<file path="src/rtl/active_list_ctrl_pkg.sv">
// Shared types and constants for the in-order active list (reorder buffer).
// Entry record widths follow the default address/index widths below.
package active_list_ctrl_pkg;

  localparam int AL_REG_W = 5;
  localparam int AL_IDX_W = 3;
  localparam int AL_DEPTH = 1 << AL_IDX_W;

  typedef enum logic [0:0] {
    ST_IDLE = 1'b0,
    ST_WALK = 1'b1
  } al_state_e;

  typedef struct packed {
    logic                valid;
    logic                done;
    logic                has_dest;
    logic [AL_REG_W-1:0] virt_addr;
    logic [AL_REG_W-1:0] phys_addr;
    logic [AL_REG_W-1:0] old_phys_addr;
  } al_entry_t;

endpackage

</file>
<file path="src/rtl/active_list_ptr.sv">
// Occupancy decode for a circular buffer with one extra wrap bit on each pointer.
module active_list_ptr #(
  parameter int IDX_W = 3
) (
  input  logic [IDX_W:0] i_head,
  input  logic [IDX_W:0] i_tail,
  output logic           o_empty,
  output logic           o_full,
  output logic [IDX_W:0] o_count
);

  assign o_empty = (i_head == i_tail);
  assign o_full  = (i_head[IDX_W-1:0] == i_tail[IDX_W-1:0]) && (i_head[IDX_W] != i_tail[IDX_W]);
  assign o_count = i_tail - i_head;

endmodule

</file>
<file path="src/rtl/active_list_ctrl.sv">
// In-order commit controller: allocates at rename, marks completion from writeback,
// retires from the head, and on flush walks squashed entries youngest-first.
module active_list_ctrl
  import active_list_ctrl_pkg::*;
#(
  parameter int REG_ADDR_WIDTH  = AL_REG_W,
  parameter int FREE_LIST_WIDTH = AL_IDX_W
) (
  input  logic                        clk,
  input  logic                        rst_n,
  input  logic                        flush,
  input  logic                        alloc_valid,
  input  logic                        alloc_has_dest,
  input  logic [REG_ADDR_WIDTH-1:0]   alloc_virtual_addr,
  input  logic [REG_ADDR_WIDTH-1:0]   alloc_physical_addr,
  input  logic [REG_ADDR_WIDTH-1:0]   alloc_old_physical_addr,
  output logic                        alloc_ready,
  output logic [FREE_LIST_WIDTH-1:0]  alloc_index,
  input  logic                        wb_valid,
  input  logic [FREE_LIST_WIDTH-1:0]  wb_index,
  output logic                        commit_valid,
  output logic [REG_ADDR_WIDTH-1:0]   commit_virtual_addr,
  output logic [REG_ADDR_WIDTH-1:0]   commit_physical_addr,
  output logic                        free_valid,
  output logic [REG_ADDR_WIDTH-1:0]   free_physical_addr,
  output logic                        squash_valid,
  output logic [REG_ADDR_WIDTH-1:0]   squash_virtual_addr,
  output logic [REG_ADDR_WIDTH-1:0]   squash_old_physical_addr,
  output logic [REG_ADDR_WIDTH-1:0]   squash_physical_addr,
  output logic                        busy,
  output logic [FREE_LIST_WIDTH:0]    count
);

  localparam int DEPTH = 1 << FREE_LIST_WIDTH;
  localparam int PTR_W = FREE_LIST_WIDTH + 1;

  al_state_e                     r_state;
  al_state_e                     w_next_state;
  al_entry_t [DEPTH-1:0]         r_entries;
  logic [PTR_W-1:0]              r_head;
  logic [PTR_W-1:0]              r_tail;
  logic [PTR_W-1:0]              w_last_ptr;
  logic [FREE_LIST_WIDTH-1:0]    w_head_idx;
  logic [FREE_LIST_WIDTH-1:0]    w_tail_idx;
  logic [FREE_LIST_WIDTH-1:0]    w_last_idx;
  al_entry_t                     w_head_ent;
  al_entry_t                     w_last_ent;
  logic                          w_empty;
  logic                          w_full;
  logic [PTR_W-1:0]              w_count;
  logic                          w_can_alloc;
  logic                          w_alloc_fire;
  logic                          w_wb_fire;
  logic                          w_commit_fire;
  logic                          w_walk_step;

  logic                          r_commit_valid;
  logic [REG_ADDR_WIDTH-1:0]     r_commit_virt;
  logic [REG_ADDR_WIDTH-1:0]     r_commit_phys;
  logic                          r_free_valid;
  logic [REG_ADDR_WIDTH-1:0]     r_free_phys;
  logic                          r_squash_valid;
  logic [REG_ADDR_WIDTH-1:0]     r_squash_virt;
  logic [REG_ADDR_WIDTH-1:0]     r_squash_old_phys;
  logic [REG_ADDR_WIDTH-1:0]     r_squash_phys;

  active_list_ptr #(.IDX_W(FREE_LIST_WIDTH)) u_ptr (
    .i_head  (r_head),
    .i_tail  (r_tail),
    .o_empty (w_empty),
    .o_full  (w_full),
    .o_count (w_count)
  );

  assign w_head_idx = r_head[FREE_LIST_WIDTH-1:0];
  assign w_tail_idx = r_tail[FREE_LIST_WIDTH-1:0];
  assign w_last_ptr = r_tail - PTR_W'(1);
  assign w_last_idx = w_last_ptr[FREE_LIST_WIDTH-1:0];
  assign w_head_ent = r_entries[w_head_idx];
  assign w_last_ent = r_entries[w_last_idx];

  // Holding reset keeps alloc_ready low so rename cannot see a phantom grant.
  assign w_can_alloc = (r_state == ST_IDLE) && !w_full && !flush;
  assign alloc_ready = rst_n && w_can_alloc;
  assign alloc_index = w_tail_idx;
  assign busy        = (r_state == ST_WALK);
  assign count       = w_count;

  always_comb begin
    w_next_state  = r_state;
    w_alloc_fire  = 1'b0;
    w_wb_fire     = 1'b0;
    w_commit_fire = 1'b0;
    w_walk_step   = 1'b0;
    case (r_state)
      ST_IDLE: begin
        if (flush) begin
          if (!w_empty) w_next_state = ST_WALK;
        end else begin
          w_alloc_fire  = alloc_valid && w_can_alloc;
          w_wb_fire     = wb_valid && r_entries[wb_index].valid;
          w_commit_fire = w_head_ent.valid && w_head_ent.done;
        end
      end
      ST_WALK: begin
        w_walk_step = 1'b1;
        if (w_last_ptr == r_head) w_next_state = ST_IDLE;
      end
      default: w_next_state = ST_IDLE;
    endcase
  end

  always_ff @(posedge clk or negedge rst_n) begin
    if (!rst_n) r_state <= ST_IDLE;
    else        r_state <= w_next_state;
  end

  always_ff @(posedge clk or negedge rst_n) begin
    if (!rst_n) begin
      r_entries         <= '0;
      r_head            <= '0;
      r_tail            <= '0;
      r_commit_valid    <= 1'b0;
      r_commit_virt     <= '0;
      r_commit_phys     <= '0;
      r_free_valid      <= 1'b0;
      r_free_phys       <= '0;
      r_squash_valid    <= 1'b0;
      r_squash_virt     <= '0;
      r_squash_old_phys <= '0;
      r_squash_phys     <= '0;
    end else begin
      r_commit_valid <= 1'b0;
      r_free_valid   <= 1'b0;
      r_squash_valid <= 1'b0;

      if (w_wb_fire) r_entries[wb_index].done <= 1'b1;

      if (w_alloc_fire) begin
        r_entries[w_tail_idx] <= '{valid: 1'b1, done: 1'b0, has_dest: alloc_has_dest,
                                   virt_addr: alloc_virtual_addr,
                                   phys_addr: alloc_physical_addr,
                                   old_phys_addr: alloc_old_physical_addr};
        r_tail <= r_tail + PTR_W'(1);
      end

      // Head and tail slots differ whenever an alloc is accepted, so these never collide.
      if (w_commit_fire) begin
        r_entries[w_head_idx].valid <= 1'b0;
        r_entries[w_head_idx].done  <= 1'b0;
        r_head         <= r_head + PTR_W'(1);
        r_commit_valid <= 1'b1;
        r_commit_virt  <= w_head_ent.virt_addr;
        r_commit_phys  <= w_head_ent.phys_addr;
        if (w_head_ent.has_dest) begin
          r_free_valid <= 1'b1;
          r_free_phys  <= w_head_ent.old_phys_addr;
        end
      end

      if (w_walk_step) begin
        r_entries[w_last_idx].valid <= 1'b0;
        r_entries[w_last_idx].done  <= 1'b0;
        r_tail <= w_last_ptr;
        if (w_last_ent.has_dest) begin
          r_squash_valid    <= 1'b1;
          r_squash_virt     <= w_last_ent.virt_addr;
          r_squash_old_phys <= w_last_ent.old_phys_addr;
          r_squash_phys     <= w_last_ent.phys_addr;
        end
      end
    end
  end

  assign commit_valid             = r_commit_valid;
  assign commit_virtual_addr      = r_commit_virt;
  assign commit_physical_addr     = r_commit_phys;
  assign free_valid               = r_free_valid;
  assign free_physical_addr       = r_free_phys;
  assign squash_valid             = r_squash_valid;
  assign squash_virtual_addr      = r_squash_virt;
  assign squash_old_physical_addr = r_squash_old_phys;
  assign squash_physical_addr     = r_squash_phys;

endmodule

</file>
<file path="config.mk">
export PLATFORM = sky130hd
export DESIGN_NAME = active_list_ctrl
export DESIGN_NICKNAME = d
export VERILOG_FILES = /design/src/rtl/active_list_ctrl_pkg.sv /design/src/rtl/active_list_ptr.sv /design/src/rtl/active_list_ctrl.sv
export SDC_FILE = /design/constraint.sdc
export NUM_CORES = 1
export LEC_CHECK = 0
export CAP_MARGIN = 20
export CORE_MARGIN = 8
export CORE_UTILIZATION = 30
export CTS_CLUSTER_SIZE = 40
export DETAILED_ROUTE_END_ITERATION = 8
export GPL_TIMING_DRIVEN = 0
export PLACE_DENSITY = 0.56
export REMOVE_ABC_BUFFERS = 1
export SLEW_MARGIN = 5
export SYNTH_ARGS = -nofsm -noshare
export SYNTH_HDL_FRONTEND = slang
export SYNTH_HIERARCHICAL = 1
export SYNTH_SLANG_ARGS = --single-unit
</file>
<file path="constraint.sdc">
create_clock -name clk -period 6.3 [get_ports clk]
set_input_delay 0.63 -clock clk [delete_from_list [all_inputs] [get_ports clk]]
set_output_delay 0.63 -clock clk [all_outputs]
set_load 0.05 [all_outputs]
</file>
======== Word level (Yosys, flattened, before mapping) ========
Index checks and enable logic that the tools add are counted.
storage, ports and cells
  logic and storage cells ................. 139
  input bits .............................. 24
  flip-flop bits (word level) ............. 186
operators by class
  $lt $le $gt $ge ......................... 8
  add/sub/neg operators ................... 4
  mux-type cells .......................... 46
  reduce and logical (&&, ||, !) cells .... 16
  equal/unequal tests ..................... 4
  bitwise operators ....................... 1
operator list
  cell                                                                          number
  144-bit bitwise mux                                                           6
  144-bit 2-to-1 mux                                                            4
  18-bit demux with 3-bit select                                                6
  18-bit binary-select mux with 3-bit select                                    3
  18-bit 2-to-1 mux                                                             5
  17-bit 2-to-1 mux                                                             3
  3-bit by 4-bit less-than comparator with 1-bit output, second input constant  4
  16-bit 2-to-1 mux                                                             1
  1-bit 2-to-1 mux                                                              15
  3-bit by 1-bit >= comparator with 1-bit output, second input constant         4
  1-bit logical AND                                                             11
  4-bit by 1-bit adder with 4-bit output, second input constant                 2
  4-bit == test                                                                 2
  4-bit 2-to-1 mux                                                              2
  2-bit AND reduction                                                           2
  4-bit by 1-bit subtractor with 4-bit output, second input constant            1
  4-bit subtractor                                                              1
  3-bit == test                                                                 1
  1-bit zero test                                                               2
  1-bit case mux with 2 select lines                                            1
  2-bit nonzero test                                                            1
  1-bit != test                                                                 1
  1-bit inverter                                                                1

======== Longest topological paths before layout ========
Gate-level depths: netlist of the first run.
  depth in word-level cells ............... 15
  depth in mapped cells ................... 12
  gate-level depth less buffers ........... 9

======== By module ========
The synthesis of the first run kept the hierarchy.
by module, submodules not included
  module            area an instance (sq um)  cells an instance  seq. area each (sq um)  times used
  active_list_ctrl  9445.3                    773                4654.5                  1
  active_list_ptr   145.1                     19                 0.0                     1

======== Worst setup path before layout of the first run ========
OpenSTA, ideal clock, no wires.
  path kind ............................... register -> output
  start point ............................. reg r_head[1]
  end point ............................... out alloc_ready
  cell stages (with the launch flop) ...... 6
  setup slack ............................. 3.471 ns
  data required time ...................... 5.670 ns
  data arrival time ....................... 2.199 ns
  path buffers ............................ 0
  cell sequence ........................... dfrtp_1 > inv_1 > ha_1 > nand3_1 > and2b_2 > nor3b_1
on the way
  word-level cells in the longest chain between the ends .. 6
ends and longest elaborated chain
  what                             line                     source
  start, declared                  active_list_ctrl.sv:40   logic [PTR_W-1:0] r_head;
  start signal, assigned           active_list_ctrl.sv:151  r_head <= r_head + PTR_W'(1);
  3-bit == test                    active_list_ptr.sv:13    assign o_full = (i_head[IDX_W-1:0] == i_tail[IDX_W-1:0]) && (i_head[IDX_W] != i_tail[IDX_W]);
  1-bit logical AND                active_list_ptr.sv:13
  via w_full                       active_list_ctrl.sv:49   logic w_full;
  1-bit zero test                  active_list_ctrl.sv:83   assign w_can_alloc = (r_state == ST_IDLE) && !w_full && !flush;
  1-bit logical AND (2 in series)  active_list_ctrl.sv:83
  1-bit logical AND                active_list_ctrl.sv:84   assign alloc_ready = rst_n && w_can_alloc;
  end, declared                    active_list_ctrl.sv:17   output logic alloc_ready,
The timed path passes the listed nets, and every way through them passes these cells.

======== Final worst setup path of the first run ========
Ends and elaborated chain as after synthesis.

==> results of run 1 <==
## critical path: cells and delay by family, from the launching register on
kind	cells	cell delay, ns
DFF	1	0.96
buffers and inverters	2	0.94
and+or+nand+nor	3	0.53
adders and majority gates	1	0.33
## routing by layer
metal | up-vias | track usage
met5 | - | 0
met1 | 3354 | 0.185
met3 | 26 | 0.0259
met2 | 131 | 0.219
li1 | 2948 | -
met4 | 0 | 0.0399
## synth_stat cells, drive strengths merged, types with 3 or more instances
cell type / instances
a21oi: 3
a31oi: 13
a41o: 3
and3: 3
buf: 28
clkbuf: 28
dfrtp: 186
ha: 6
inv: 15
mux2: 118
mux2i: 70
mux4: 36
nand2: 113
nand2b: 4
nand3: 5
nor2: 45
nor3: 7
nor3b: 4
nor4: 7
o21ai: 22
o22ai: 30
or3: 3
or4: 4
xnor2: 11
xor2: 4
## kinds of logic after synthesis
logic type | after synthesis
muxes | 224
adders and majority gates | 7
and+or+nand+nor | 206
buffers and inverters | 71
AOI/OAI and AO/OA | 83
DFF | 186
xor gates and xnor gates | 15
## power by group through the flow
| stage | Clock, mW | Combinational, mW | Sequential (mW) |
|---|---|---|---|
| 6_report | 1.08 | 2.16 | 1.99 |
| 5_1_grt | 1.15 | 2.33 | 2.05 |
| 4_1_cts | 1.11 | 2.18 | 1.99 |
| 3_5_place_dp | 0 | 2.17 | 2.01 |
| 3_3_place_gp | 0 | 2.05 | 2.05 |
| 2_1_floorplan | 0 | 1.37 | 2.06 |
## per-stage QoR
| stage | hold WS, ns | setup TNS [ns] |
|---|---|---|
| floorplan | 0.334 | 0 |
| global route | 0.302 | 0 |
| CTS | 0.281 | 0 |
| finish | 0.250 | 0 |
| detailed placement | 0.474 | 0 |
| global placement | 0.467 | -688.58 |
## cell type report
cell class | instances | area, um2 | area share
clock buffer | 18 | 429 | 0.0378
multi-input combinational | 535 | 4620 | 0.407
clock inverter | 14 | 155 | 0.0137
tap | 402 | 503 | 0.0443
timing repair buffer | 78 | 923 | 0.0814
sequential | 186 | 4660 | 0.411
inverter | 15 | 56.3 | 0.00496
## path summary, 6_finish.rpt
kind	startpoint	endpoint
max in group asynchronous	rst_n	squash_physical_addr[2]$_DFFE_PN0P_
hold reg to reg	squash_physical_addr[2]$_DFFE_PN0P_	squash_physical_addr[2]$_DFFE_PN0P_
hold / removal	rst_n	squash_virtual_addr[3]$_DFFE_PN0P_
min in group clk	squash_physical_addr[2]$_DFFE_PN0P_	squash_physical_addr[2]$_DFFE_PN0P_
setup / recovery	r_head[1]$_DFFE_PN0N_	alloc_ready
setup reg to reg	r_head[1]$_DFFE_PN0N_	flip-flop
==> impl_metrics.csv, run 1 <==
group,metric,value,unit
status,outcome,"complete, no violations",
cts,cts_hold_buf,0,
detailed_routing,top_signal_layer_used,"met4",
synth,synth.largest_area_cell,"sky130_fd_sc_hd__dfrtp_1",
global_route,grt_pass1_wl,40300,um
detailed_routing,vias_cell,5.18,
die,dieHeight,195,um
critical_path,timing.critical_path.from_type,"flip-flop",
cts,cts.repair.resized,0,
synth,syn_avg_cell_area,12.1,um2
placed_design,dpl_cell_area,10800,um2
placed_design,dp_cells,1216,
sta,hold_viol,0,
sta,maxClockFrequency,261,MHz
power,share_clk_of_total_power,0.206,
cts,insertion_delay,0.43,ns
critical_path,r2r.worst_path.cells,9,
synth,mappedNetlistArea,9590,um2
power,irDropWorstVdd,0.000287,V
global_route,grt_antenna_before_repair,0,
critical_path,critPathRequiredTime,5.67,ns
detailed_routing,antenna_violating_nets_post_route,0,
synth,yosys.area_share.adder,0.00992,
global_route,via_count_of_the_first_global_routing_pass,6670,
cts,clockBufferDepth,2,
die,die_footprint,37900,um2
die,floorplan.rows,65,
sta,layout_setup_ws,2.47,ns
die,num_io_pins,66,
critical_path,critical_path.max_stage_delay,0.96,ns
layout,fin_nets,864,
layout,final_cell_area,11300,um2
global_route,grt_overflow_total,0,
detailed_routing,routed-wl-met3,981,um
power,switching_power,2.08,mW
placed_design,gpl.final_weighted_congestion,0.767,
detailed_routing,drc_errors,0,
detailed_routing,routed_wire_length_per_instance,20.4,um
cts,worst_setup_hold_path_clk_slew,0.07,ns
global_route,global_route.usage.total,0.136,
synth,synth.yosys.seq_area_share,0.485,
die,starting_density_of_the_core,0.304,
placed_design,dpl.hpwl,16100,um
cts,tritoncts_num_sinks,186,
worst_hold_path,worst_hold_path_type,"primary input to async pin",
power,seqPwrFrac,0.380,
critical_path,rrSetupSlack,2.47,ns
layout,num-fill-cells,3069,
cts,cts_setup_buffers,0,
global_route,grt_max_degree,106,
detailed_routing,dr.first_iter.drc_count,540,
die,die_width,195,um
flow_run,drv_cap,0,
layout,final_cells,1248,
synth,synth-async-reset-ratio,1.00,
cts,depth_of_the_cts_h_tree,4,
critical_path,cp_max_fo,32,
placed_design,post-place-ws,2.47,ns
critical_path,cp_slowest_cell,"sky130_fd_sc_hd__dfrtp_2",
layout,final_core_utilization,0.360,
critical_path,end_kind,"primary output",
detailed_routing,dr_total_vias,6459,
synth,synth_top_family_by_area,"multiplexers",
synth,synth_edf_count,0,
synth,ys.warnings.count,6,
layout,drive_gt1_frac,0.257,
placed_design,place.port_buffers,65,
critical_path,critical_path_arrival,3.20,ns
sta,tightestPinTransition,1.17,ns
sta,skew,0.0158,ns
power,p_int,3.14,mW
sta,min_period,3.83,ns
cts,cts-root-buf,"sky130_fd_sc_hd__clkbuf_16",
synth,yosys_register_bits,186,
synth,ys.flop_type,"sky130_fd_sc_hd__dfrtp_1",
sta,slew_headroom,0.222,
synth,synth-xor-area-share,0.0145,
synth,post_synth_and_or_nand_nor_area_fraction,0.0994,
power,finalPower,5.23,mW
power,cellLeakagePower,5.06,nW
layout,antenna-diode-count,0,
detailed_routing,met2_length,12000,um
synth,postSynthCellCount,792,
detailed_routing,drtPass1Iterations,5,
sta,final.period_utilization,0.608,
detailed_routing,wirelength_met1,12100,um
sta,timing_max_transition_violations_final,0,
layout,most_common_library_cell_in_the_layout_ignoring_fill_and_taps,"sky130_fd_sc_hd__dfrtp_1",
cts,tritoncts_clock_tree,"yes",
synth,post_synth_mux_area_share,0.300,
layout,mostFrequentLayoutCells,"sky130_fd_sc_hd__dfrtp_1 (182), sky130_fd_sc_hd__nand2_1 (113), sky130_fd_sc_hd__mux2_2 (109), sky130_fd_sc_hd__mux2i_1 (70), sky130_fd_sc_hd__clkdlybuf4s50_1 (64)",
critical_path,criticalPathCategory,"flip-flop to primary output",
layout,syn2layout_area_growth,18.3,%
critical_path,path_cells,"inv_1, ha_1, nand3_1, and2b_2, nor3b_1, clkdlybuf4s50_1",
die,core_area,31600,um2
synth,synth_compound_area_frac,0.0557,
cts,tritoncts.num_buffers,17,
detailed_routing,postRouteWirelength,25500,um
sta,rsz0062_at_grt,"no",
synth,number_of_different_library_cells_in_the_post_synthesis_netlist,55,
power,p_per_area,461,nW/um2
power,switching_share,0.398,
synth,post-synth-top-area-fraction,0.485,
sta,finalSetupViolCount,0,
power,pwr-share-comb,0.414,
synth,synth.top_cells.by_area,"sky130_fd_sc_hd__dfrtp_1 (49%), sky130_fd_sc_hd__mux2_2 (13%), sky130_fd_sc_hd__mux4_2 (8.5%)",
Note: power is estimated with default switching activity, not from simulation.
==> inputs of run 2 (changes only) <==
==> constraint.sdc (replaced) <==
create_clock -name clk -period 3.8 [get_ports clk]
set_input_delay 0.38 -clock clk [delete_from_list [all_inputs] [get_ports clk]]
set_output_delay 0.38 -clock clk [all_outputs]
set_load 0.05 [all_outputs]
==> impl_metrics.csv, run 2 (synthesis results as in run 1) <==
group,metric,value,unit
cts,clockBufferDepth,2,
critical_path,cp_max_fo,35,
power,irDropWorstVdd,0.000544,V
cts,tritoncts_clock_tree,"yes",
sta,hold_viol,0,
detailed_routing,drtPass1Iterations,5,
global_route,grt_antenna_before_repair,0,
die,dieHeight,195,um
critical_path,timing.critical_path.from_type,"flip-flop",
detailed_routing,vias_cell,5.20,
global_route,grt_overflow_total,0,
layout,final_core_utilization,0.361,
placed_design,dp_cells,1216,
cts,cts-root-buf,"sky130_fd_sc_hd__clkbuf_16",
critical_path,criticalPathCategory,"flip-flop to flip-flop",
placed_design,gpl.final_weighted_congestion,0.767,
sta,finalSetupViolCount,0,
flow_run,drv_cap,0,
cts,tritoncts_num_sinks,186,
layout,antenna-diode-count,0,
cts,insertion_delay,0.43,ns
critical_path,end_kind,"flip-flop",
global_route,via_count_of_the_first_global_routing_pass,6665,
global_route,grt_max_degree,106,
sta,final.period_utilization,0.950,
placed_design,dpl_cell_area,10800,um2
cts,cts_hold_buf,0,
die,die_footprint,37900,um2
sta,setup_tns,0,ns
status,outcome,"complete, no violations",
placed_design,place.port_buffers,65,
critical_path,cp_slowest_cell,"sky130_fd_sc_hd__nand2b_1",
power,cellLeakagePower,5.09,nW
die,starting_density_of_the_core,0.304,
worst_hold_path,worst_hold_path_type,"primary input to async pin",
sta,timing_max_transition_violations_final,0,
critical_path,r2r.worst_path.cells,9,
critical_path,timing.critical_path.mode_cell,"sky130_fd_sc_hd__nand2b_1",
layout,final_cells,1250,
die,num_io_pins,66,
sta,slew_headroom,0.215,
layout,num-fill-cells,3070,
detailed_routing,antenna_violating_nets_post_route,0,
sta,skew,0.0140,ns
layout,fin_nets,866,
layout,syn2layout_area_growth,18.8,%
sta,min_period,3.61,ns
die,floorplan.rows,65,
layout,drive_gt1_frac,0.261,
detailed_routing,drc_errors,0,
detailed_routing,dr_total_vias,6496,
critical_path,critPathRequiredTime,4.12,ns
detailed_routing,dr.first_iter.drc_count,527,
sta,fin_hold_ws,0.00408,ns
critical_path,critical_path.max_stage_delay,0.73,ns
placed_design,dpl.hpwl,16100,um
die,die_width,195,um
detailed_routing,postRouteWirelength,25600,um
sta,tightestPinTransition,1.18,ns
layout,final_cell_area,11400,um2
critical_path,path_cells,"buf_16, inv_1, ha_1, nand3_1, and2b_2, nand2b_1, or3_1, nand2b_1, and4_1",
cts,depth_of_the_cts_h_tree,4,
sta,rsz0062_at_grt,"yes",
sta,maxClockFrequency,277,MHz
layout,mostFrequentLayoutCells,"sky130_fd_sc_hd__dfrtp_1 (182), sky130_fd_sc_hd__nand2_1 (112), sky130_fd_sc_hd__mux2_2 (109), sky130_fd_sc_hd__mux2i_1 (70), sky130_fd_sc_hd__clkdlybuf4s50_1 (64)",
global_route,global_route.usage.total,0.136,
critical_path,rrSetupSlack,0.19,ns
power,p_per_area,762,nW/um2
layout,most_common_library_cell_in_the_layout_ignoring_fill_and_taps,"sky130_fd_sc_hd__dfrtp_1",
global_route,grt_pass1_wl,40400,um
detailed_routing,routed_wire_length_per_instance,20.5,um
cts,tritoncts.num_buffers,17,
critical_path,critical_path_arrival,3.93,ns
die,core_area,31600,um2
cts,worst_setup_hold_path_clk_slew,0.07,ns
## run 2: final timing paths
path	endpoint	from
hold reg to reg	squash_physical_addr[2]$_DFFE_PN0P_	squash_physical_addr[2]$_DFFE_PN0P_
hold / removal	squash_virtual_addr[3]$_DFFE_PN0P_	rst_n
min in group clk	squash_physical_addr[2]$_DFFE_PN0P_	squash_physical_addr[2]$_DFFE_PN0P_
setup reg to reg	r_entries[34]$_DFF_PN0_	r_head[2]$_DFFE_PN0N_
max in group asynchronous	r_entries[52]$_DFF_PN0_	rst_n
setup / recovery	r_entries[34]$_DFF_PN0_	r_head[2]$_DFFE_PN0N_
## run 2: power by group
| group | switching, mW | internal (mW) | leakage [nW] | total (mW) |
|---|---|---|---|---|
| Sequential | 0.658 | 2.64 | 2.45 | 3.30 |
| Combinational | 1.95 | 1.64 | 2.36 | 3.60 |
| Clock | 0.849 | 0.935 | 0.277 | 1.78 |
## run 2: per-stage QoR
stage	power, mW	worst slack [ns]
floorplan	5.69	-2.12
global placement	6.79	-5.77
detailed placement	6.93	-0.0272
CTS	8.75	0.00365
global route	9.20	-0.00774
finish	8.68	0.190
## run 2: cell type report
cell class	instances	area, um2	area share
Sequential cell	186	4670	0.410
Multi-Input combinational cell	535	4640	0.407
Timing Repair Buffer	80	938	0.0824
Tap cell	402	503	0.0442
Clock buffer	18	429	0.0377
Clock inverter	14	155	0.0136
Inverter	15	56.3	0.00494
## run 2: critical path: cells and delay by family, from the launching register on
kind | cells | cell delay (ns)
flip-flops | 1 | 0.58
buffers and inverters | 2 | 0.39
adder cells (fa/ha/maj) | 1 | 0.36
AND/OR/NAND/NOR | 6 | 2.16
## run 2: what timing repair did
| action | in CTS | in global routing |
|---|---|---|
| gates cloned | 0 | 0 |
| endpoints found under the setup margin | 21 | 49 |
| setup buffers | 0 | 2 |
| gates resized for setup | 1 | 5 |
| pin swaps | 0 | 3 |
## run 2: per-layer routing
metal  wire, um  vias to the layer above  GRT usage  share of wire
met4        417                        0     0.0399          0.016
met5          0                        -          0              0
met3       1040                       26     0.0256          0.041
li1           -                     2951          -              -
met1      11900                     3370      0.185           0.47
met2      12200                      149      0.219           0.48
